===== src/rtl/hazard_scoreboard.sv =====
// Decode/execute hazard scoreboard: per-register latency countdown plus one
// variable-latency slot, producing stall/flush controls and a stall counter.
module hazard_scoreboard #(
    parameter int NREG   = 32,
    parameter int REG_AW = 5,
    parameter int LAT_W  = 3,
    parameter int CNT_W  = 32
) (
    input  logic              clk,
    input  logic              reset,
    input  logic              IssueD,
    input  logic              RegWriteD,
    input  logic [REG_AW-1:0] RdD,
    input  logic [LAT_W-1:0]  LatD,
    input  logic              VarLatD,
    input  logic [REG_AW-1:0] Rs1D,
    input  logic [REG_AW-1:0] Rs2D,
    input  logic              Rs1UsedD,
    input  logic              Rs2UsedD,
    input  logic              PCSrcE,
    input  logic              WbValid,
    input  logic [REG_AW-1:0] WbRd,
    output logic              StallF,
    output logic              StallD,
    output logic              FlushD,
    output logic              FlushE,
    output logic [NREG-1:0]   BusyVec,
    output logic              VarBusy,
    output logic              SbErr,
    output logic [CNT_W-1:0]  StallCnt
);

    logic [LAT_W-1:0]  cnt_q [NREG];
    logic [LAT_W-1:0]  cnt_d [NREG];
    logic [NREG-1:0]   var_pend_q, var_pend_d;
    logic              var_busy_q, var_busy_d;
    logic [REG_AW-1:0] var_rd_q, var_rd_d;
    logic              sb_err_q, sb_err_d;
    logic [CNT_W-1:0]  stall_cnt_q, stall_cnt_d;

    logic [NREG-1:0] busy;
    logic raw, waw, strc, haz, issue;
    logic wb_hit, wb_miss;

    always_comb begin
        for (int r = 0; r < NREG; r++) begin
            busy[r] = (cnt_q[r] != '0) | var_pend_q[r];
        end
        busy[0] = 1'b0;
    end

    always_comb begin
        raw  = (Rs1UsedD & (Rs1D != '0) & busy[Rs1D])
             | (Rs2UsedD & (Rs2D != '0) & busy[Rs2D]);
        waw  = IssueD & RegWriteD & (RdD != '0)
             & (var_pend_q[RdD] | (~VarLatD & (cnt_q[RdD] > LatD)));
        strc = IssueD & VarLatD & var_busy_q;
        haz  = IssueD & (raw | waw | strc);
        issue = IssueD & ~haz & ~PCSrcE;
    end

    assign StallF   = haz & ~PCSrcE;
    assign StallD   = haz & ~PCSrcE;
    assign FlushD   = PCSrcE;
    assign FlushE   = haz | PCSrcE;
    assign BusyVec  = busy;
    assign VarBusy  = var_busy_q;
    assign SbErr    = sb_err_q;
    assign StallCnt = stall_cnt_q;

    // A completion only clears the slot it matches; anything else is sticky error.
    assign wb_hit  = WbValid & var_busy_q & (WbRd == var_rd_q);
    assign wb_miss = WbValid & ~wb_hit;

    always_comb begin
        for (int r = 0; r < NREG; r++) begin
            cnt_d[r] = (cnt_q[r] != '0) ? cnt_q[r] - LAT_W'(1) : cnt_q[r];
        end
        var_pend_d  = var_pend_q;
        var_busy_d  = var_busy_q;
        var_rd_d    = var_rd_q;
        sb_err_d    = sb_err_q | wb_miss;
        stall_cnt_d = stall_cnt_q;

        if (issue & RegWriteD & (RdD != '0) & ~VarLatD) begin
            cnt_d[RdD] = LatD;
        end
        if (issue & VarLatD) begin
            var_busy_d = 1'b1;
            var_rd_d   = RdD;
            if (RdD != '0) begin
                var_pend_d[RdD] = 1'b1;
            end
        end
        if (wb_hit) begin
            var_busy_d           = 1'b0;
            var_pend_d[var_rd_q] = 1'b0;
        end
        if (StallD && (stall_cnt_q != '1)) begin
            stall_cnt_d = stall_cnt_q + CNT_W'(1);
        end
    end

    always_ff @(posedge clk or posedge reset) begin
        if (reset) begin
            for (int r = 0; r < NREG; r++) begin
                cnt_q[r] <= '0;
            end
            var_pend_q  <= '0;
            var_busy_q  <= 1'b0;
            var_rd_q    <= '0;
            sb_err_q    <= 1'b0;
            stall_cnt_q <= '0;
        end else begin
            for (int r = 0; r < NREG; r++) begin
                cnt_q[r] <= cnt_d[r];
            end
            var_pend_q  <= var_pend_d;
            var_busy_q  <= var_busy_d;
            var_rd_q    <= var_rd_d;
            sb_err_q    <= sb_err_d;
            stall_cnt_q <= stall_cnt_d;
        end
    end

endmodule


===== config.mk =====
export PLATFORM = sky130hd
export DESIGN_NAME = hazard_scoreboard
export DESIGN_NICKNAME = d
export VERILOG_FILES = /design/src/rtl/hazard_scoreboard.sv
export SDC_FILE = /design/constraint.sdc
export NUM_CORES = 1
export LEC_CHECK = 0
export CORE_ASPECT_RATIO = 0.75
export CORE_UTILIZATION = 64
export CTS_CLUSTER_DIAMETER = 80
export DETAILED_ROUTE_END_ITERATION = 7
export PLACE_DENSITY = 0.84
export SYNTH_ARGS = -nofsm -noshare
export SYNTH_HDL_FRONTEND = slang
export SYNTH_SLANG_ARGS = --single-unit

===== constraint.sdc =====
create_clock -name clk -period 10.5 [get_ports clk]
set_clock_uncertainty 0.2 [all_clocks]
set_input_delay 1.05 -clock clk [delete_from_list [all_inputs] [get_ports clk]]
set_output_delay 1.05 -clock clk [all_outputs]
set_load 0.05 [all_outputs]

[After elaboration in Yosys (flattened, before gate mapping)]
Cells that the tools add are included.
Cells by class
  add/sub/neg operators: 33
  magnitude comparators: 9
  equal/unequal tests: 2
  muxes and demuxes: 54
  bitwise operators: 66
  reductions and logical operators: 40
Operators by type and width (number)
  $mux W3: 35
  $bwmux W96: 1
  $mux W32: 3
  $mux W96: 1
  $reduce_bool A3 Y1: 32
  $sub A3 B1 Y3 const B: 32
  $or A1 B1 Y1: 37
  $add A32 B1 Y32 const B: 1
  $and A32 B32 Y32: 1
  $ne A32 B32 Y1 const B: 1
  $not A32 Y32: 1
  $or A32 B32 Y32: 1
  $lt A5 B6 Y1 const B: 4
  $and A1 B1 Y1: 21
  $bmux W1 S5: 3
  $bmux W3 S5: 1
  $demux W3 S5: 1
  $reduce_bool A5 Y1: 3
  $demux W1 S5: 2
  $ge A5 B1 Y1 const B: 2
  $mux W1: 7
  $ge A6 B6 Y1 const B: 1
  $lt A6 B1 Y1 const B: 1
  $not A5 Y6: 1
  other kinds (5): 11
Word-level totals
  flip-flop bits (word level): 167
  input port bits: 32
  output and inout port bits: 70
  word-level logic and storage cells: 241

[Logic depth before layout (Yosys ltp)]
  depth after elaboration: 18
  mapped depth: 22
  mapped depth without buffers: 14

[Worst setup path before layout]
OpenSTA, ideal clock, no wires.
  path type: input port to output port
  start point: input port RdD[0]
  end point: output port StallF
  arrival time: 5.654 ns
  required time: 9.250 ns
  slack: 3.596 ns
  stages: 20
  buffers on the path: 10
  cell sequence: buf_6 > buf_12 > buf_2 > buf_2 > buf_1 > mux4_2 > a221o_1 > ha_1 > nand3_1 > o21ai_0 > o41ai_1 > nand2_1 > o41ai_2 > nor4bb_1 > buf_6 > buf_6 > buf_4 > buf_4 > nor2_1 > buf_4
Between the ends
  word-level cells in the longest chain between the ends: 12
  elaborated cells on any way between the ends: 16
  those cells by class: order compare: 1; mux: 5; bitwise: 9; reduce/logical: 1
RTL lines
  start: declaration: RTL line 13  | input logic [REG_AW-1:0] RdD,
  $not A5 Y6 (implied by the code): RTL line 56  | & (var_pend_q[RdD] | (~VarLatD & (cnt_q[RdD] > LatD)));
  $bmux W3 S5: RTL line 56
  $mux W3 (implied by the code) (2 in a row): RTL line 56
  $gt A3 B3 Y1: RTL line 56
  $and A1 B1 Y1: RTL line 56
  $or A1 B1 Y1: RTL line 56
  $and A1 B1 Y1 (*): RTL line 56
  $or A1 B1 Y1 (*) (2 in a row): RTL line 58  | haz = IssueD & (raw | waw | strc);
  $and A1 B1 Y1 (*): RTL line 58
  $and A1 B1 Y1 (*)
  end: declaration: RTL line 23  | output logic StallF,
Every way passes the cells marked *; elsewhere a longest branch is shown, timed or not. The select of a mux whose other input is x is not followed.

[Worst setup path in the final report]
  start point: input port RdD[0]
  end point: output port FlushE
Between the ends
  word-level cells in the longest chain between the ends: 12
  elaborated cells on any way between the ends: 16
  those cells by class: order compare: 1; mux: 5; bitwise: 9; reduce/logical: 1
RTL lines
  $not A5 Y6 (implied by the code): RTL line 56
  $bmux W3 S5: RTL line 56
  $mux W3 (implied by the code) (2 in a row): RTL line 56
  $gt A3 B3 Y1: RTL line 56
  $and A1 B1 Y1: RTL line 56
  $or A1 B1 Y1: RTL line 56
  $and A1 B1 Y1 (*): RTL line 56
  $or A1 B1 Y1 (*) (2 in a row): RTL line 58
  $and A1 B1 Y1 (*): RTL line 58
  $or A1 B1 Y1 (*): RTL line 65  | assign FlushE = haz | PCSrcE;
  end: declaration: RTL line 26  | output logic FlushE,
Marks and branches as above.

==> impl_metrics.py <==
metrics = {
    "outcome": {
        "outcome": "complete, no violations",
    },
    "place": {
        "globalplace.congestion": 0.992,
        "dpl_cell_area_um2": 13100,
        "hpwlAfterDp_um": 25600,
        "io_buffer_count": 100,
    },
    "synth": {
        "postSynthCellCount": 1187,
        "synth_edf_count": 0,
        "netlist_area_um2": 12000,
        "yosysWarnings": 0,
        "synthTopCellsByArea": "dfrtp_1 (35%), mux2i_1 (7.6%), ha_1 (7.2%)",
        "synthTopCellsByCount": "dfrtp_1 (167), inv_1 (98), mux2i_1 (91)",
        "synthDistinctLibCells": 75,
        "yosys.area.top_type_share": 0.348,
        "synth.largest_area_cell": "dfrtp_1",
        "syn_nets": 1288,
        "ys_ff_latch": 167,
        "ys_seq_area_frac": 0.348,
        "async_flop_share": 1.00,
        "synth_most_common_cell": "dfrtp_1",
        "syn_area_per_cell_um2": 10.1,
        "ys_dominant_reg_cell": "dfrtp_1",
    },
    "clocking": {
        "cts_resized": 0,
        "post_cts_buffers": 0,
        "holdBufCountCts": 0,
        "clk_pin_slew_ns": 0.07,
        "cts_root_buf": "clkbuf_16",
        "cts.path.max_buffers": 2,
        "cts.sinks": 167,
        "clock_latency_ns": 0.44,
        "cts-htree-levels": 4,
        "cts_tree": "done",
        "cts_buffers": 17,
    },
    "drt": {
        "routed_wirelength_um": 35700,
        "vias": 10102,
        "wl_per_cell_um": 23.5,
        "drtIter0Drc": 1436,
        "ant_nets": 0,
        "vias_per_cell": 6.64,
        "dr.pass1.iters": 5,
        "drc_errors": 0,
    },
    "sta": {
        "clock.fmax_ghz": 0.135,
        "slew_viol_final": 0,
        "max_slew.worst_pin.slew_ns": 1.19,
        "post-route-period-util": 0.706,
        "maxSlewHeadroom": 0.207,
        "setup_viol": 0,
        "setup_tns_ns": 0,
        "hold_viol": 0,
        "rsz0062_at_grt": "no",
        "layout_min_cycle_time_ns": 7.41,
    },
    "setup_path": {
        "cpPeakStageDelay_ns": 0.77,
        "crit_slowest_cell": "buf_4",
        "arrival_ns": 6.16,
        "critPathTopFamily": "buffers and inverters",
        "path_class": "input pin to output port",
        "critPathCaptureType": "output port",
        "cp-start-kind": "input pin",
        "path_cells": "buf_2 -> mux4_2 -> mux4_2 -> nand2_1 -> o21ai_0 -> a221o_1 -> ha_1 -> a211oi_1 -> o41ai_1 -> nand2_1 -> o41ai_2 -> nor4bb_4 -> buf_4 -> o21bai_1 -> clkdlybuf4s50_1",
        "critPathBufInv": 3,
        "required_ns": 9.25,
        "cp_max_fo": 68,
    },
    "cells_and_area": {
        "fillers": 1263,
        "num-nets-final": 1362,
        "fin_area_um2": 13700,
        "area_delta_synth_final_pct": 14.2,
        "antenna_cells": 0,
        "drive_above_1_share": 0.118,
    },
    "die": {
        "fp.dieH_um": 121,
        "coreArea_um2": 18500,
        "row_count": 43,
        "die_area_um2": 19300,
        "initial_utilization": 0.652,
        "die_width_um": 160,
        "pin_count": 102,
    },
    "global_routing": {
        "track_usage": 0.381,
        "grt_max_degree": 94,
        "grt-ovfl-total": 0,
        "grt_pass1_vias": 9468,
        "antenna_found_initial": 0,
        "grt_pass1_wl_um": 55300,
    },
    "pwr": {
        "p_switching_w": 0.00165,
        "p_leak_nw": 6.48,
        "ir_worst_vdd_v": 0.000181,
        "power_density_nw_per_um2": 266,
        "p_sw_frac": 0.453,
        "combPwrFrac": 0.495,
        "finalPower_w": 0.00366,
        "power.clock.fraction": 0.181,
        "seqPwrFrac": 0.324,
        "intPower_w": 0.00200,
    },
    "hold_path": {
        "hold_class": "flop to flop",
    },
    "job": {
        "maxCapViolCount": 0,
    },
}
final timing paths:
| kind | start | endpoint | slack, ns | depth (start not counted) |
|---|---|---|---|---|
| setup / recovery | RdD[0] | FlushE | 3.09 | 15 |
| hold / removal | StallCnt[5] | StallCnt[5] | 0.29 | 1 |
| setup reg to reg | cnt_q[1] | var_rd_q[0] | 5.45 | 14 |
| hold reg to reg | StallCnt[5] | StallCnt[5] | 0.29 | 1 |
| max in group asynchronous | reset | var_pend_q[4] | 7.61 | 3 |
| min in group asynchronous | reset | StallCnt[0] | 0.97 | 2 |
cell type report:
cell class	count	area, um2	area share
Clock inverter	15	181	0.0132
Sequential cell	167	4180	0.304
Inverter	101	384	0.0280
Tap cell	247	309	0.0225
Multi-Input combinational cell	856	7130	0.519
Timing Repair Buffer	118	1130	0.0820
Clock buffer	17	425	0.0310
sequential cells by signal, indices dropped and copies added (netlist names):
signal / count
cnt_q: 96
StallCnt: 32
var_pend_q: 32
var_rd_q: 5
VarBusy: 1
SbErr: 1
kinds of logic (layout without fill, tap and decap cells):
| group | after synthesis | count (layout) | synth area share |
|---|---|---|---|
| AOI/OAI and AO/OA | 162 | 162 | 0.0864 |
| xor gates and xnor gates | 68 | 68 | 0.0495 |
| adders and majority gates | 69 | 69 | 0.0718 |
| buffers and inverters | 164 | 251 | 0.0619 |
| DFF | 167 | 167 | 0.348 |
| muxes | 164 | 164 | 0.177 |
| other | 1 | 1 | 0.000312 |
| and+or+nand+nor | 392 | 392 | 0.206 |
power groups by stage:
stage          clock, W  sequential, W  combinational [W]
2_1_floorplan         0        0.00105            0.00134
3_3_place_gp          0        0.00117            0.00167
3_5_place_dp          0        0.00116            0.00176
4_1_cts        0.000665        0.00116            0.00179
5_1_grt        0.000687        0.00119            0.00197
6_report       0.000661        0.00118            0.00181
worst register-to-register path: cells and delay by family (launching register included):
family	cells	cell delay (ns)
adder cells (fa/ha/maj)	1	0.29
flip-flops	1	0.45
AO/OA/AOI/OAI	5	0.81
multiplexers	3	1.37
AND/OR/NAND/NOR	4	1.04
buffers and inverters	1	0.77
metrics by stage:
step,hold slack [ns],cells,util,setup slack [ns]
after floorplan,0.263,1187,-,3.60
final,0.293,1521,0.744,3.09
after global placement,0.265,1489,0.711,3.23
after CTS,0.292,1521,0.744,3.11
after detailed placement,0.276,1489,0.711,3.11
after global routing,0.308,1521,0.744,2.80
metal layers:
layer / track usage / part of all wire
met2: 0.551 / 0.42
met4: 0.143 / 0.035
met1: 0.542 / 0.41
met5: 0 / 0
met3: 0.110 / 0.14
cells in the final DEF (no fill, tap or decap), drive strengths merged, types with 5 or more instances in the layout:
master,synthesis,final
nand3,25,25
dfrtp,167,167
buf,36,20
a2111oi,6,6
nor2b,15,15
inv,101,110
a21oi,42,42
a22oi,6,6
clkdlybuf4s50,0,98
xor2,32,32
mux2,39,39
o211ai,5,5
or3b,12,12
o21ai,40,40
nand4,35,35
nor3b,17,17
xnor2,36,36
or2,7,7
nand2b,40,40
nor2,88,88
nor4,14,14
a31oi,21,21
a211oi,8,8
nand2,74,74
nor3,35,35
ha,69,69
clkbuf,27,17
mux4,34,34
and3,7,7
mux2i,91,91
Power figures use the tool's default switching activity.
